===== config.mk =====
export PLATFORM = sky130hd
export DESIGN_NAME = instruction_fetch_unit_flat
export DESIGN_NICKNAME = d
export VERILOG_FILES = /design/src/rtl/instruction_fetch_unit_if.sv /design/src/rtl/instruction_fetch_unit.sv /design/src/flat_wrapper.sv
export SDC_FILE = /design/constraint.sdc
export NUM_CORES = 1
export LEC_CHECK = 0
export ABC_AREA = 1
export CAP_MARGIN = 20
export CORE_UTILIZATION = 30
export DETAILED_ROUTE_END_ITERATION = 8
export HOLD_SLACK_MARGIN = 0.06
export SLEW_MARGIN = 0
export SYNTH_ARGS = -nofsm -noshare
export SYNTH_HDL_FRONTEND = slang
export SYNTH_SLANG_ARGS = --single-unit

===== constraint.sdc =====
create_clock -name Clock -period 1.1 [get_ports Clock]
set_input_delay 0.11 -clock Clock [delete_from_list [all_inputs] [get_ports Clock]]
set_output_delay 0.11 -clock Clock [all_outputs]
set_load 0.05 [all_outputs]

===== src/rtl/instruction_fetch_unit_if.sv =====
// Fetch-side bundle: instruction memory port, decode handshake and redirect.
// The master modport is the fetch unit; slave is memory/decode/execute.
interface instruction_fetch_unit_if #(
   parameter int ADDR_W = 8
);
   logic              IMemReq;
   logic [ADDR_W-1:0] IMemAddr;
   logic              IMemAck;
   logic [23:0]       IMemData;
   logic              InstrValid;
   logic              InstrReady;
   logic [23:0]       Instr;
   logic [3:0]        OPCODE;
   logic [ADDR_W-1:0] InstrPC;
   logic              BranchTaken;
   logic [ADDR_W-1:0] BranchTarget;

   modport master (
      output IMemReq, IMemAddr,
      input  IMemAck, IMemData,
      output InstrValid, Instr, OPCODE, InstrPC,
      input  InstrReady,
      input  BranchTaken, BranchTarget
   );

   modport slave (
      input  IMemReq, IMemAddr,
      output IMemAck, IMemData,
      input  InstrValid, Instr, OPCODE, InstrPC,
      output InstrReady,
      output BranchTaken, BranchTarget
   );
endinterface


===== src/rtl/instruction_fetch_unit.sv =====
// Instruction fetch with in-order buffer and branch redirect.
// Optional halt-on-opcode-F detection: define IFU_HALT_DETECT_EN.
module instruction_fetch_unit #(
   parameter int          ADDR_W   = 8,
   parameter int          DEPTH    = 2,
   parameter int unsigned RESET_PC = 0
) (
   input  logic                       Clock,
   input  logic                       ResetN,
   instruction_fetch_unit_if.master   bus
);

   typedef enum logic [1:0] {
      BOOT,
      RUN,
      HALTED
   } state_e;

   state_e                        state_q;
   logic [ADDR_W-1:0]             pc_q, pc_d;
   logic [DEPTH-1:0]              vld_q, vld_d;
   logic [DEPTH-1:0][23:0]        dat_q, dat_d;
   logic [DEPTH-1:0][ADDR_W-1:0]  ipc_q, ipc_d;
   logic                          req, enq, deq, halt_hit, placed;

   // Entry 0 is always the head, so decode outputs are plain flops.
   assign req = (state_q == RUN) && !vld_q[DEPTH-1];
   assign enq = req && bus.IMemAck;
   assign deq = vld_q[0] && bus.InstrReady;

`ifdef IFU_HALT_DETECT_EN
   assign halt_hit = enq && (bus.IMemData[23:20] == 4'hF);
`else
   assign halt_hit = 1'b0;
`endif

   always_comb begin
      vld_d  = vld_q;
      dat_d  = dat_q;
      ipc_d  = ipc_q;
      placed = 1'b0;
      if (deq) begin
         for (int i = 0; i < DEPTH - 1; i++) begin
            vld_d[i] = vld_q[i+1];
            dat_d[i] = dat_q[i+1];
            ipc_d[i] = ipc_q[i+1];
         end
         vld_d[DEPTH-1] = 1'b0;
      end
      if (enq) begin
         for (int i = 0; i < DEPTH; i++) begin
            if (!vld_d[i] && !placed) begin
               vld_d[i] = 1'b1;
               dat_d[i] = bus.IMemData;
               ipc_d[i] = pc_q;
               placed   = 1'b1;
            end
         end
      end
      if (bus.BranchTaken) begin
         vld_d = '0;
      end
   end

   always_comb begin
      pc_d = pc_q;
      if (bus.BranchTaken) begin
         pc_d = bus.BranchTarget;
      end else if (enq) begin
         pc_d = pc_q + ADDR_W'(1);
      end
   end

   always_ff @(posedge Clock) begin
      if (!ResetN) begin
         state_q <= BOOT;
         pc_q    <= ADDR_W'(RESET_PC);
         vld_q   <= '0;
         dat_q   <= '0;
         ipc_q   <= '0;
      end else begin
         pc_q  <= pc_d;
         vld_q <= vld_d;
         dat_q <= dat_d;
         ipc_q <= ipc_d;
         unique case (state_q)
            BOOT: state_q <= RUN;
            RUN: begin
               if (bus.BranchTaken) begin
                  state_q <= RUN;
               end else if (halt_hit) begin
                  state_q <= HALTED;
               end
            end
            HALTED: begin
               if (bus.BranchTaken) begin
                  state_q <= RUN;
               end
            end
            default: state_q <= BOOT;
         endcase
      end
   end

   assign bus.IMemReq    = req;
   assign bus.IMemAddr   = pc_q;
   assign bus.InstrValid = vld_q[0];
   assign bus.Instr      = dat_q[0];
   assign bus.OPCODE     = dat_q[0][23:20];
   assign bus.InstrPC    = ipc_q[0];

endmodule


===== src/flat_wrapper.sv =====
// flat-port wrapper written by rule: the top's interface ports become plain ports
module instruction_fetch_unit_flat 
#(
   parameter int          ADDR_W   = 8,
   parameter int          DEPTH    = 2,
   parameter int unsigned RESET_PC = 0
)
  (Clock, ResetN, bus_IMemReq, bus_IMemAddr, bus_IMemAck, bus_IMemData, bus_InstrValid, bus_Instr, bus_OPCODE, bus_InstrPC, bus_InstrReady, bus_BranchTaken, bus_BranchTarget);
  instruction_fetch_unit_if #(.ADDR_W(ADDR_W)) bus_i ();
  input  logic Clock;
  input  logic ResetN;
  output wire logic [$bits(bus_i.IMemReq)-1:0] bus_IMemReq;
  output wire logic [$bits(bus_i.IMemAddr)-1:0] bus_IMemAddr;
  input wire logic [$bits(bus_i.IMemAck)-1:0] bus_IMemAck;
  input wire logic [$bits(bus_i.IMemData)-1:0] bus_IMemData;
  output wire logic [$bits(bus_i.InstrValid)-1:0] bus_InstrValid;
  output wire logic [$bits(bus_i.Instr)-1:0] bus_Instr;
  output wire logic [$bits(bus_i.OPCODE)-1:0] bus_OPCODE;
  output wire logic [$bits(bus_i.InstrPC)-1:0] bus_InstrPC;
  input wire logic [$bits(bus_i.InstrReady)-1:0] bus_InstrReady;
  input wire logic [$bits(bus_i.BranchTaken)-1:0] bus_BranchTaken;
  input wire logic [$bits(bus_i.BranchTarget)-1:0] bus_BranchTarget;
  assign bus_IMemReq = bus_i.IMemReq;
  assign bus_IMemAddr = bus_i.IMemAddr;
  assign bus_i.IMemAck = bus_IMemAck;
  assign bus_i.IMemData = bus_IMemData;
  assign bus_InstrValid = bus_i.InstrValid;
  assign bus_Instr = bus_i.Instr;
  assign bus_OPCODE = bus_i.OPCODE;
  assign bus_InstrPC = bus_i.InstrPC;
  assign bus_i.InstrReady = bus_InstrReady;
  assign bus_i.BranchTaken = bus_BranchTaken;
  assign bus_i.BranchTarget = bus_BranchTarget;
  instruction_fetch_unit #(.ADDR_W(ADDR_W), .DEPTH(DEPTH), .RESET_PC(RESET_PC)) u_core (.Clock(Clock), .ResetN(ResetN), .bus(bus_i));
endmodule

==> metrics.md, run 1 <==
| Metric | Value |
|---|---|
| Status | `finished, violations left` |
| Failing checks | `design-rule violations, negative setup slack` |
| Total gr overflow | `0` |
| Largest family of logic cells by synthesized area | `simple AND/OR/NAND/NOR gates` |
| Leakage | `2.36 nW` |
| Final ANT Viol Nets | `0` |
| Reg2reg setup slack | `-0.12 ns` |
| WHS | `between 0.09 and 0.1 ns` |
| Synth area leaders | `dfxtp_1 42%, nor2_1 13%, nand3_1 10%` |
| Seq/Total Area, Yosys | `0.417` |
| Post-synth cell types | `25` |
| Post-synthesis mux area share | `0` |
| Total number of vias | `roughly 3400` |
| Fmax | `0.820 GHz` |
| Cells after synthesis | `between 500 and 600` |
| Switching power | `between 2 and 2.5 mW` |
| Wire length per cell | `between 10 and 15 um` |
| Die Ht | `~110 um` |
| Crit end category | `register` |
| Largest net degree at the start of global routing | `41` |
| Avg Cell Area, Syn | `7.00 sq um` |
| Max-slew violation count | `0` |
| Final Hold Vio Count | `0` |
| Root Buffer | `clkbuf_16` |
| Initial antenna violation count | `0` |
| RePlAce Congestion | `0.800` |
| RSZ-0062 raised after global routing | `yes` |
| Starting DRT DRC Count | `173` |
| IO Pins | `83` |
| Post-synth EDFFs | `0` |
| Crit Path Class | `reg -> reg` |
| CTS Buf Count | `9` |
| Sw Ratio | `0.280` |
| Num Clock Sinks | `75` |
| All-layer global routing usage | `0.149` |
| Routed WL | `just over 9000 um` |
| Max Root-Sink Buffers | `2` |
| Drt via density | `around 4.7` |
| H-tree levels | `3` |
| Final Worst Setup Slack | `-0.119 ns` |
| Post-Syn Nets | `about 550` |
| Hold path depth | `3` |
| Worst vdd ir | `around 0.70 mV` |
| Quantity of I/O buffers inserted on ports | `82` |
| Setup crit start kind | `register` |
| Effective utilization at floorplan | `0.311` |
| XOR/XNOR Fraction of Synth Area | `0.00243` |
| Hold Crit Class | `in -> reg` |
| Layout Skew | `between 0.008 and 0.009 ns` |
| # rows | `39` |
| Reg-to-Reg Start | `u_core.vld_q[1]$_SDFF_PP0_` |
| Adder-Cell Fraction of Synth Area | `0.00348` |
| Post-Route Utilization | `0.481` |
| DRT Pass-1 Iters | `6` |
| Synth Cell Area | `3600 sq um` |
| Dpl hpwl | `just over 6000 um` |
| Ys flop type | `dfxtp_1` |
| Synth Area in Simple Gates | `0.343` |
| PD cells | `~1300 nW/um^2` |
| Post-synth top area cell | `dfxtp_1` |
| Synth top cells by count | `121 x nor2_1, 94 x nand2_1, 75 x dfxtp_1, 75 x nand3_1, 36 x buf_4` |
| Die ar. | `around 12000 sq um` |
| Area Overhead vs Synth | `54.5%` |
| Dpl ws | `-0.487 ns` |
| Residual DRC count | `7` |
| Hold_sp | `ResetN` |
| Area fraction in compound gates after synthesis | `0.0817` |
| Combinational share of power | `0.211` |
| Hold Path Sink | `u_core.bus.Instr[15]$_SDFF_PN0_` |
| Critical path arrival | `roughly 1.5 ns` |
| Cts hold-fix bufs | `0` |
| First-pass GRT wire length | `15000 um` |
| Slew of the pin with the lowest slew margin | `about 0.25 ns` |
| Nets | `611` |
| Clock network power share | `0.388` |
| Final setup violation count | `73` |
| Synth Register Bits | `75` |
| Most common cell in the synthesized netlist | `nor2_1` |
| Share of the synthesized area in the top cell type | `0.417` |
| N_diodes | `0` |
| Cell area after layout | `roughly 5600 sq um` |
| Synth async-reset ratio | `0` |
| TritonCTS clock tree | `yes` |
| Tcrit/Tclk final | `1.11` |
| Flop pwr share | `0.401` |
| Crit path time final | `~1.2 ns` |
| Synthesis Warnings | `0` |
| Worst Path Required | `approximately 1.4 ns` |
| Max_slew headroom | `0.833` |
| Share of cells above drive strength 1 | `0.282` |
| Clock transition at path regs | `0.06 ns` |
| Crit-path max FO | `7` |
| Clk_lat worst skew | `0.33 ns` |
| Final total power | `about 7.4 mW` |
| Max cap viols | `0` |
| Reg2Reg Depth | `7` |
| DIE WIDTH | `112 um` |
| Vias in the first global route | `just over 3000` |
| P_int | `approximately 5.3 mW` |
| Placed cell area | `about 4800 sq um` |
| Core footprint | `roughly 12000 sq um` |
| RR Endpoint | `u_core.ipc_q[12]$_SDFFE_PN0P_` |
area by class of cell:
cell class | instances | area, sq um
inverter | 17 | 73.8
tap | 143 | 179
sequential | 75 | 1530
multi-input combinational | 353 | 1740
clock buffer | 10 | 229
fill | 1085 | 6000
timing repair buffer | 117 | 1740
clock inverter | 6 | 66.3
power groups by stage:
| stage | clock, mW | combinational (mW) | sequential [mW] |
|---|---|---|---|
| floorplan | 0 | 0.820 | 3.01 |
| global placement | 0 | 1.45 | 3.03 |
| global route | 3.05 | 1.66 | 2.99 |
| detailed placement | 0 | 1.47 | 3.03 |
| finish | 2.88 | 1.56 | 2.98 |
| CTS | 2.95 | 1.51 | 2.98 |
flip-flops by register name, summed over array words and instances, names as in the netlist:
name	count
u_core.dat_q	24
u_core.bus.IMemAddr	8
u_core.bus.Instr	24
u_core.state_q	1
u_core.ipc_q	8
u_core.vld_q	2
u_core.bus.InstrPC	8
worst max path at each step:
stage / start / endpoint / slack (ns)
floorplan: u_core.vld_q[0]$_SDFF_PP0_ / u_core.dat_q[24]$_SDFFE_PN0P_ / -0.09
global route: u_core.vld_q[1]$_SDFF_PP0_ / u_core.ipc_q[12]$_SDFFE_PN0P_ / -0.19
finish: u_core.vld_q[1]$_SDFF_PP0_ / u_core.ipc_q[12]$_SDFFE_PN0P_ / -0.12
CTS: u_core.vld_q[1]$_SDFF_PP0_ / u_core.dat_q[29]$_SDFFE_PN0P_ / -0.08
global placement: bus_IMemAck / u_core.ipc_q[12]$_SDFFE_PN0P_ / -0.43
detailed placement: bus_InstrReady / u_core.dat_q[40]$_SDFFE_PN0P_ / -0.49
critical path: stages, from the launching register on:
cell and delay [ns]:
dfxtp_2 0.33, inv_4 0.08, nand3_4 0.11, nor2_4 0.19, buf_6 0.15, buf_12 0.13, o21ai_1 0.06, a21oi_1 0.11
what timing repair did:
item / CTS / global route
setup buffers: 5 / 3
endpoints found under the setup margin: 76 / 78
cloned: 3 / 2
pin swaps: 12 / 11
gates resized for setup: 50 / 32
kinds of logic after synthesis:
group                    after synthesis
AO/OA/AOI/OAI                         56
XOR/XNOR                               1
adder cells (fa/ha/maj)                1
buffers and inverters                 86
flip-flops                            75
AND/OR/NAND/NOR                      295
layout by cell type (no fill, tap or decap), types with 10 or more instances in the layout:
cell and n:
inv_1 10, clkdlybuf4s50_1 35, buf_12 52, nor2_1 108, buf_4 14, o21ai_2 16, nand2_1 91, a21oi_1 12
clkbuf_16 10, nor2_2 10, o21ai_1 15, dfxtp_1 63, nand3_1 71
metal layers:
layer / GRT usage / vias up / part of all wire
li1: - / 1731 / -
met4: 0.0405 / 0 / 0.0087
met5: 0 / - / 0
met3: 0.0376 / 7 / 0.057
met2: 0.244 / 89 / 0.48
met1: 0.195 / 1549 / 0.45
stage by stage:
| stage | setup TNS, ns | instances |
|---|---|---|
| final | -4.55 | 721 |
| after global routing | -10.12 | 721 |
| after CTS | -3.76 | 716 |
| after detailed placement | -28.92 | 694 |
| after global placement | -26.09 | 694 |
| after floorplan | -5.26 | 514 |
Note: power is estimated with default switching activity, not from simulation.
==> run 2, diff against run 1 <==
- CAP_MARGIN: 20 -> not set
==> results of run 2 <==
Same layout as run 1: the final DEF is identical, and so are final timing and power.
